**src/rtl/tick_controller_pkg.sv**
```systemverilog
// tick_controller_pkg: shared state encoding and default sizing for the tick controller.
package tick_controller_pkg;
  localparam int CNT_W = 24;
  localparam int DEFAULT_PERIOD = 10000000;
  typedef enum logic [1:0] {S_IDLE, S_RUN, S_PAUSE} state_t;
endpackage

```
**src/rtl/tick_counter.sv**
```systemverilog
// tick_counter: period counter that wraps to 0 after period-1 and flags the terminal count.
module tick_counter #(
  parameter int CNT_W = tick_controller_pkg::CNT_W
) (
  input  logic             Origin_Clock,
  input  logic             reset,
  input  logic             clear,
  input  logic             enable,
  input  logic [CNT_W-1:0] period,
  output logic             terminal
);
  logic [CNT_W-1:0] r_count;
  assign terminal = r_count == period - CNT_W'(1);
  always_ff @(posedge Origin_Clock or posedge reset)
    if (reset) r_count <= '0;
    else if (clear) r_count <= '0;
    else if (enable) r_count <= terminal ? '0 : r_count + CNT_W'(1);
endmodule

```
**src/rtl/tick_controller.sv**
```systemverilog
// tick_controller: configurable periodic/burst pulse generator with hold and stop.
module tick_controller #(
  parameter int CNT_W = tick_controller_pkg::CNT_W,
  parameter int DEFAULT_PERIOD = tick_controller_pkg::DEFAULT_PERIOD
) (
  input  logic             Origin_Clock,
  input  logic             reset,
  input  logic             cfg_valid,
  output logic             cfg_ready,
  input  logic [CNT_W-1:0] cfg_period,
  input  logic             cfg_oneshot,
  input  logic [7:0]       cfg_burst,
  input  logic             start,
  input  logic             stop,
  input  logic             hold,
  output logic             pulse,
  output logic             busy,
  output logic             done
);
  import tick_controller_pkg::*;
  state_t           r_state;
  logic [CNT_W-1:0] r_period;
  logic             r_oneshot;
  logic [7:0]       r_burst;
  logic [8:0]       r_remaining;
  logic             r_pulse, r_done;
  logic             w_term, w_active, w_fire, w_last, w_clear;
  logic [7:0]       w_burst;
  assign cfg_ready = r_state == S_IDLE;
  assign busy      = !cfg_ready;
  assign pulse     = r_pulse;
  assign done      = r_done;
  // A PAUSE cycle with hold released already counts, so the hold costs exactly its own length.
  assign w_active  = busy && !hold && !stop;
  assign w_fire    = w_active && w_term;
  assign w_last    = r_oneshot && r_remaining == 9'd1;
  assign w_clear   = !busy || stop;
  assign w_burst   = cfg_valid ? cfg_burst : r_burst;
  tick_counter #(.CNT_W(CNT_W)) u_cnt (
    .Origin_Clock(Origin_Clock),
    .reset       (reset),
    .clear       (w_clear),
    .enable      (w_active),
    .period      (r_period),
    .terminal    (w_term)
  );
  always_ff @(posedge Origin_Clock or posedge reset)
    if (reset) begin
      r_state     <= S_IDLE;
      r_period    <= CNT_W'(DEFAULT_PERIOD);
      r_oneshot   <= 1'b0;
      r_burst     <= 8'd1;
      r_remaining <= '0;
      r_pulse     <= 1'b0;
      r_done      <= 1'b0;
    end else begin
      r_pulse <= w_fire;
      r_done  <= w_fire && w_last;
      if (cfg_valid && cfg_ready) begin
        r_period  <= cfg_period < CNT_W'(2) ? CNT_W'(2) : cfg_period;
        r_oneshot <= cfg_oneshot;
        r_burst   <= cfg_burst;
      end
      if (!busy) begin
        if (start) begin
          r_state     <= S_RUN;
          r_remaining <= {w_burst == 8'd0, w_burst};
        end
      end else if (stop) r_state <= S_IDLE;
      else if (w_fire && w_last) r_state <= S_IDLE;
      else r_state <= hold ? S_PAUSE : S_RUN;
      if (w_fire && r_oneshot) r_remaining <= r_remaining - 9'd1;
    end
endmodule

```
**config.mk**
```make
export PLATFORM = sky130hd
export DESIGN_NAME = tick_controller
export DESIGN_NICKNAME = d
export VERILOG_FILES = /design/src/rtl/tick_controller_pkg.sv /design/src/rtl/tick_counter.sv /design/src/rtl/tick_controller.sv
export SDC_FILE = /design/constraint.sdc
export NUM_CORES = 1
export LEC_CHECK = 0
export CAP_MARGIN = 20
export CORE_ASPECT_RATIO = 1.75
export CORE_MARGIN = 2
export CORE_UTILIZATION = 62
export DETAILED_ROUTE_END_ITERATION = 6
export HOLD_SLACK_MARGIN = 0.15
export MAX_ROUTING_LAYER = met4
export PLACE_DENSITY = 0.81
export SLEW_MARGIN = 40
export SYNTH_ARGS = -nofsm -noshare
export SYNTH_HDL_FRONTEND = slang
export SYNTH_SLANG_ARGS = --single-unit
```
**constraint.sdc**
```tcl
create_clock -name Origin_Clock -period 6.3 [get_ports Origin_Clock]
set_clock_uncertainty 0.2 [all_clocks]
set_input_delay 0.945 -clock Origin_Clock [delete_from_list [all_inputs] [get_ports Origin_Clock]]
set_output_delay 0.945 -clock Origin_Clock [all_outputs]
set_load 0.01 [all_outputs]
```
Word level (Yosys, flattened, before mapping)
Cells that the tools add are included.
{"block": "totals", "register_bits": 70, "wordCells": 45, "out_inout_bits": 4, "inputBits": 39}
{"block": "classes", "n_reduce_logical": 17, "addsub": 3, "magnitude_cmp": 1, "n_eq_ne": 3, "mux": 13}
{"operator": "$mux W24", "n": 4}
{"operator": "$mux W9", "n": 3}
{"operator": "$add A24 B1 Y24 const B", "n": 1}
{"operator": "$eq A24 B24 Y1", "n": 1}
{"operator": "$lt A24 B2 Y1 const B", "n": 1}
{"operator": "$sub A24 B1 Y24 const B", "n": 1}
{"operator": "$mux W2", "n": 5}
{"operator": "$eq A9 B1 Y1 const B", "n": 1}
{"operator": "$sub A9 B1 Y9 const B", "n": 1}
{"operator": "$logic_not A8 Y1", "n": 1}
{"operator": "$mux W8", "n": 1}
{"operator": "$logic_and A1 B1 Y1", "n": 7}
{"operator": "$reduce_bool A2 Y1", "n": 3}
{"operator": "$logic_not A1 Y1", "n": 3}
{"operator": "$logic_not A2 Y1", "n": 1}
{"operator": "$ne A2 B1 Y1 const B", "n": 1}
{"operator": "$reduce_and A2 Y1", "n": 1}
{"operator": "$logic_or A1 B1 Y1", "n": 1}

Depth between registers and ports, before layout
{"block": "depth", "word_depth": 9, "mapped_depth": 12}

Hierarchy
From an unflattened synthesis, not the netlist that was laid out.
{"block": "unflattened", "hier_cells": 502, "hier_area_um2": 4748.3}
{"module": "tick_counter", "n_inst": 1, "cells_each": 339, "seq_area_each_um2": 600.6, "area_per_inst_um2": 2633.8}
{"module": "tick_controller", "n_inst": 1, "cells_each": 163, "seq_area_each_um2": 1162.4, "area_per_inst_um2": 2114.5}

Worst setup path before layout
No wires, ideal clock.
{"block": "synth_path", "path_type": "reg2reg", "from": "register r_period[14]", "to": "register r_remaining[2]", "path_buffers": 2, "setup_slack_ns": 2.584, "setup_ns": 0.119, "arrival_time_ns": 3.397, "period_less_slack_ns": 3.716, "stages_incl_launch_ff": 11, "cell_sequence": "dfrtp_1 -> buf_6 -> or4_1 -> buf_2 -> or2_2 -> xnor2_1 -> o32a_1 -> or4_1 -> nor4_4 -> mux2_2 -> o21a_1"}
{"block": "synth_between", "elab_chain_cells": 6, "word_cells_on_any_way": 8, "cone_classes": "1 x add/sub; 1 x eq/ne; 1 x mux; 5 x reduce/logical"}
{"element": "start: declaration", "line": "tick_controller.sv:22", "rtl": "logic [CNT_W-1:0] r_period;"}
{"element": "start signal: assignment", "line": "tick_controller.sv:50", "rtl": "r_period <= CNT_W'(DEFAULT_PERIOD);"}
{"element": "start signal: assignment", "line": "tick_controller.sv:60", "rtl": "r_period <= cfg_period < CNT_W'(2) ? CNT_W'(2) : cfg_period;"}
{"element": "$sub A24 B1 Y24 *", "line": "tick_counter.sv:13", "rtl": "assign terminal = r_count == period - CNT_W'(1);"}
{"element": "$eq A24 B24 Y1 *", "line": "tick_counter.sv:13"}
{"element": "$logic_and A1 B1 Y1 *", "line": "tick_controller.sv:35", "rtl": "assign w_fire = w_active && w_term;"}
{"element": "$logic_and A1 B1 Y1 *", "line": "tick_controller.sv:72", "rtl": "if (w_fire && r_oneshot) r_remaining <= r_remaining - 9'd1;"}
{"element": "$reduce_bool A2 Y1 (no source line)"}
{"element": "$reduce_and A2 Y1 (no source line)"}
{"element": "end signal: assignment", "line": "tick_controller.sv:67", "rtl": "r_remaining <= {w_burst == 8'd0, w_burst};"}
{"element": "end signal: assignment", "line": "tick_controller.sv:72"}
{"element": "end: declaration", "line": "tick_controller.sv:25", "rtl": "logic [8:0] r_remaining;"}
Every way passes the cells marked *; elsewhere a longest branch is shown, timed or not.
A chain may end at the register's enable or synchronous reset.

Final worst setup path
Same ends and word-level chain as after synthesis.

==> results.cfg <==
[clock_tree]
cts_tree = built
clock-sinks = 70
path_clk_slew_ns = 0.05
cts_inserted_buffers = 9
postCtsSetupRepairBufs = 0
insertion_delay_ns = 0.34
cts_buffer_depth = 2
cts.hold.buffers_added = 0
post_cts_resized = 0
cts_root_buffer = clkbuf_16
htreeDepth = 3

[worst_setup_path]
critical_path.top_delay_family = simple AND/OR/NAND/NOR gates
end_kind = flop
cp_cell_sequence = or4_1 > or2_2 > xnor2_1 > o32a_1 > or4_1 > nor4_4 > buf_4 > mux2_2 > o21a_1
critPathKind = flop to flop
slowest_stage = or4_1
critPathArrivalTime_ns = 4.14
critical_path.max_stage_delay_ns = 0.65
crit_top_cell = or4_1
start_kind = flop
path_max_fanout = 12
crit_buf_inv = 1
cp.required_ns = 6.33

[floorplan]
start_util = 0.6334
chipHeight_um = 116.9
die_w_um = 68.52
coreArea_mm2 = 0.007131
dieArea_mm2 = 0.008011
ioPinCount = 43
num_rows = 41

[drt]
via_per_inst = 6.540
wl_per_cell_um = 19.52
firstDrtPassIters = 5
drtIter0Drc = 365
ant_nets = 0
wl_um = 11570
dr_total_vias = 3878
drc = 0

[final_layout]
syn_to_final_growth_pct = 16.45
final_area_mm2 = 0.005260
num_antenna_cells = 0
nets = 545
drive_gt1_frac = 0.1834
fillers = 556
final_cells = 593
regArea_mm2 = 0.001763
multi_input_area_mm2 = 0.002586

[logic_synthesis]
yosysTopAreaCell = dfrtp_1
yosys_register_bits = 70
synth-edff-count = 0
synth_area_leaders = dfrtp_1 34%, mux2_2 8.0%, dfstp_2 5.2%
syn_nets = 510
ys_warn_count = 0
ys_top_cells_by_count = 61 x dfrtp_1, 33 x nand2_1, 32 x mux2_2, 26 x nand3_1, 23 x o21ai_0
synthDistinctLibCells = 69
synth_area_mm2 = 0.004517
synth-async-reset-ratio = 1.000
synth_cells = 467
ys_seq_area_frac = 0.3903
ys.flop_type = dfrtp_1
synth_top_area_share = 0.3380
synth.most_common_cell = dfrtp_1
synth.avg_cell_area_um2 = 9.672

[grt]
grt_overflow_total = 0
grtUsageTotal = 0.3215
grt_max_degree = 71
grt_pass1_vias = 3812
grt_pass1_wl_um = 18300
antenna_found_initial = 0

[timing]
fmax_mhz = 243.4
worst_pin_slew_ns = 0.7349
setup_tns_ns = 0
slew_headroom = 0.5036
finalCritPeriodShare = 0.6520
rsz0062_at_grt = no
maxSlewViolCount = 0
min_period_ns = 4.108
setup_viol = 0
hold_viol_final = 0

[worst_hold_path]
worstHoldPathType = flop to flop

[place]
place_area_mm2 = 0.004990
place_congestion = 0.9034
hpwl_um = 8822
dp.cells = 577
portBuffers = 42

[pwr]
leakage_nw = 2.004
power.density_mw_per_mm2 = 276.8
ir_drop_v = 0.0002055

[outcome]
status = finished clean

[flow_run]
maxCapViolCount = 0
[cell usage in the layout (no fill, tap or decap), drive strengths merged, types with 3 or more instances in the layout]
cell type and n:
dfrtp 61, clkdlybuf4s50 42, nand2 33, mux2 32, nand3 26, o21ai 23
xnor2 22, nor2 21, nor3 18, mux2i 17, inv 15, nor4 15
nand4 14, clkbuf 13, xor2 12, a31oi 10, or3 10, dfstp 9
and3 9, or4 9, a22o 8, or2 7, buf 7, a211oi 6
a21oi 5, o211ai 5, a31o 5, o311ai 5, and2 5, ha 4
nand4b 3, and4 3, nor3b 3
[state kept, by name (all words and copies together) (netlist names)]
register       flops
r_burst            8
pulse              1
r_remaining        9
r_oneshot          1
u_cnt.r_count     24
r_period          24
done               1
r_state            2
[power breakdown]
part | internal [mW] | leakage [nW] | switching, mW
combinational | 0.186 | 1.01 | 0.191
sequential | 0.530 | 0.871 | 0.0874
clock | 0.276 | 0.126 | 0.185
[area by class of cell]
class                   instances  area share
clock buffers                  13     0.04757
well taps                      86     0.02046
inverters                      15     0.01070
repair buffers                 49     0.09063
flip-flops and latches         70      0.3352
clock inverters                 3    0.003806
multi-input cells             357      0.4917
[path summary, 6_finish.rpt]
check,startpoint,endpoint,slack [ns],cells past startpoint
worst max-delay path,r_period[14]$_DFFE_PP0P_,r_remaining[2]$_DFFE_PP0P_,2.19,9
worst min register to register,r_burst[4]$_DFFE_PP0P_,r_burst[4]$_DFFE_PP0P_,0.31,1
min in group asynchronous,reset,r_remaining[4]$_DFFE_PP0P_,0.87,3
max in group asynchronous,reset,r_period[1]$_DFFE_PP0P_,4.57,3
worst min-delay path,r_burst[4]$_DFFE_PP0P_,r_burst[4]$_DFFE_PP0P_,0.31,1
worst max register to register,r_period[14]$_DFFE_PP0P_,r_remaining[2]$_DFFE_PP0P_,2.19,9
[metrics by stage]
stage          total power, mW  hold slack [ns]    util  setup WS, ns
3_3_place_gp            0.9834           0.2903  0.6982         2.168
2_1_floorplan           0.8814           0.2800       -         2.584
6_report                 1.456           0.3137  0.7377         2.192
3_5_place_dp            0.9978           0.2990  0.6998         2.209
5_1_grt                  1.526           0.3222  0.7377         2.031
4_1_cts                  1.459           0.3112  0.7377         2.218
[per-layer routing]
layer,vias to the layer above,part of all wire,track usage,wire length (um)
met4,0,0.045,0.1867,520
met3,32,0.036,0.04685,421
li1,1839,-,-,-
met1,1892,0.37,0.3381,4335
met2,115,0.54,0.5532,6295
met5,-,0,-,0
[cell families (layout without fill, tap and decap cells)]
kind of cell    after synthesis  count (layout)  share of synthesized area
compound gates               88              88                     0.1418
xor+xnor                     34              34                    0.06759
fa+ha+maj                     4               4                    0.01108
buf+inv                      40              80                    0.03933
flops                        70              70                     0.3903
mux                          49              49                     0.1175
simple gates                182             182                     0.2324
Note: power is estimated with default switching activity, not from simulation.
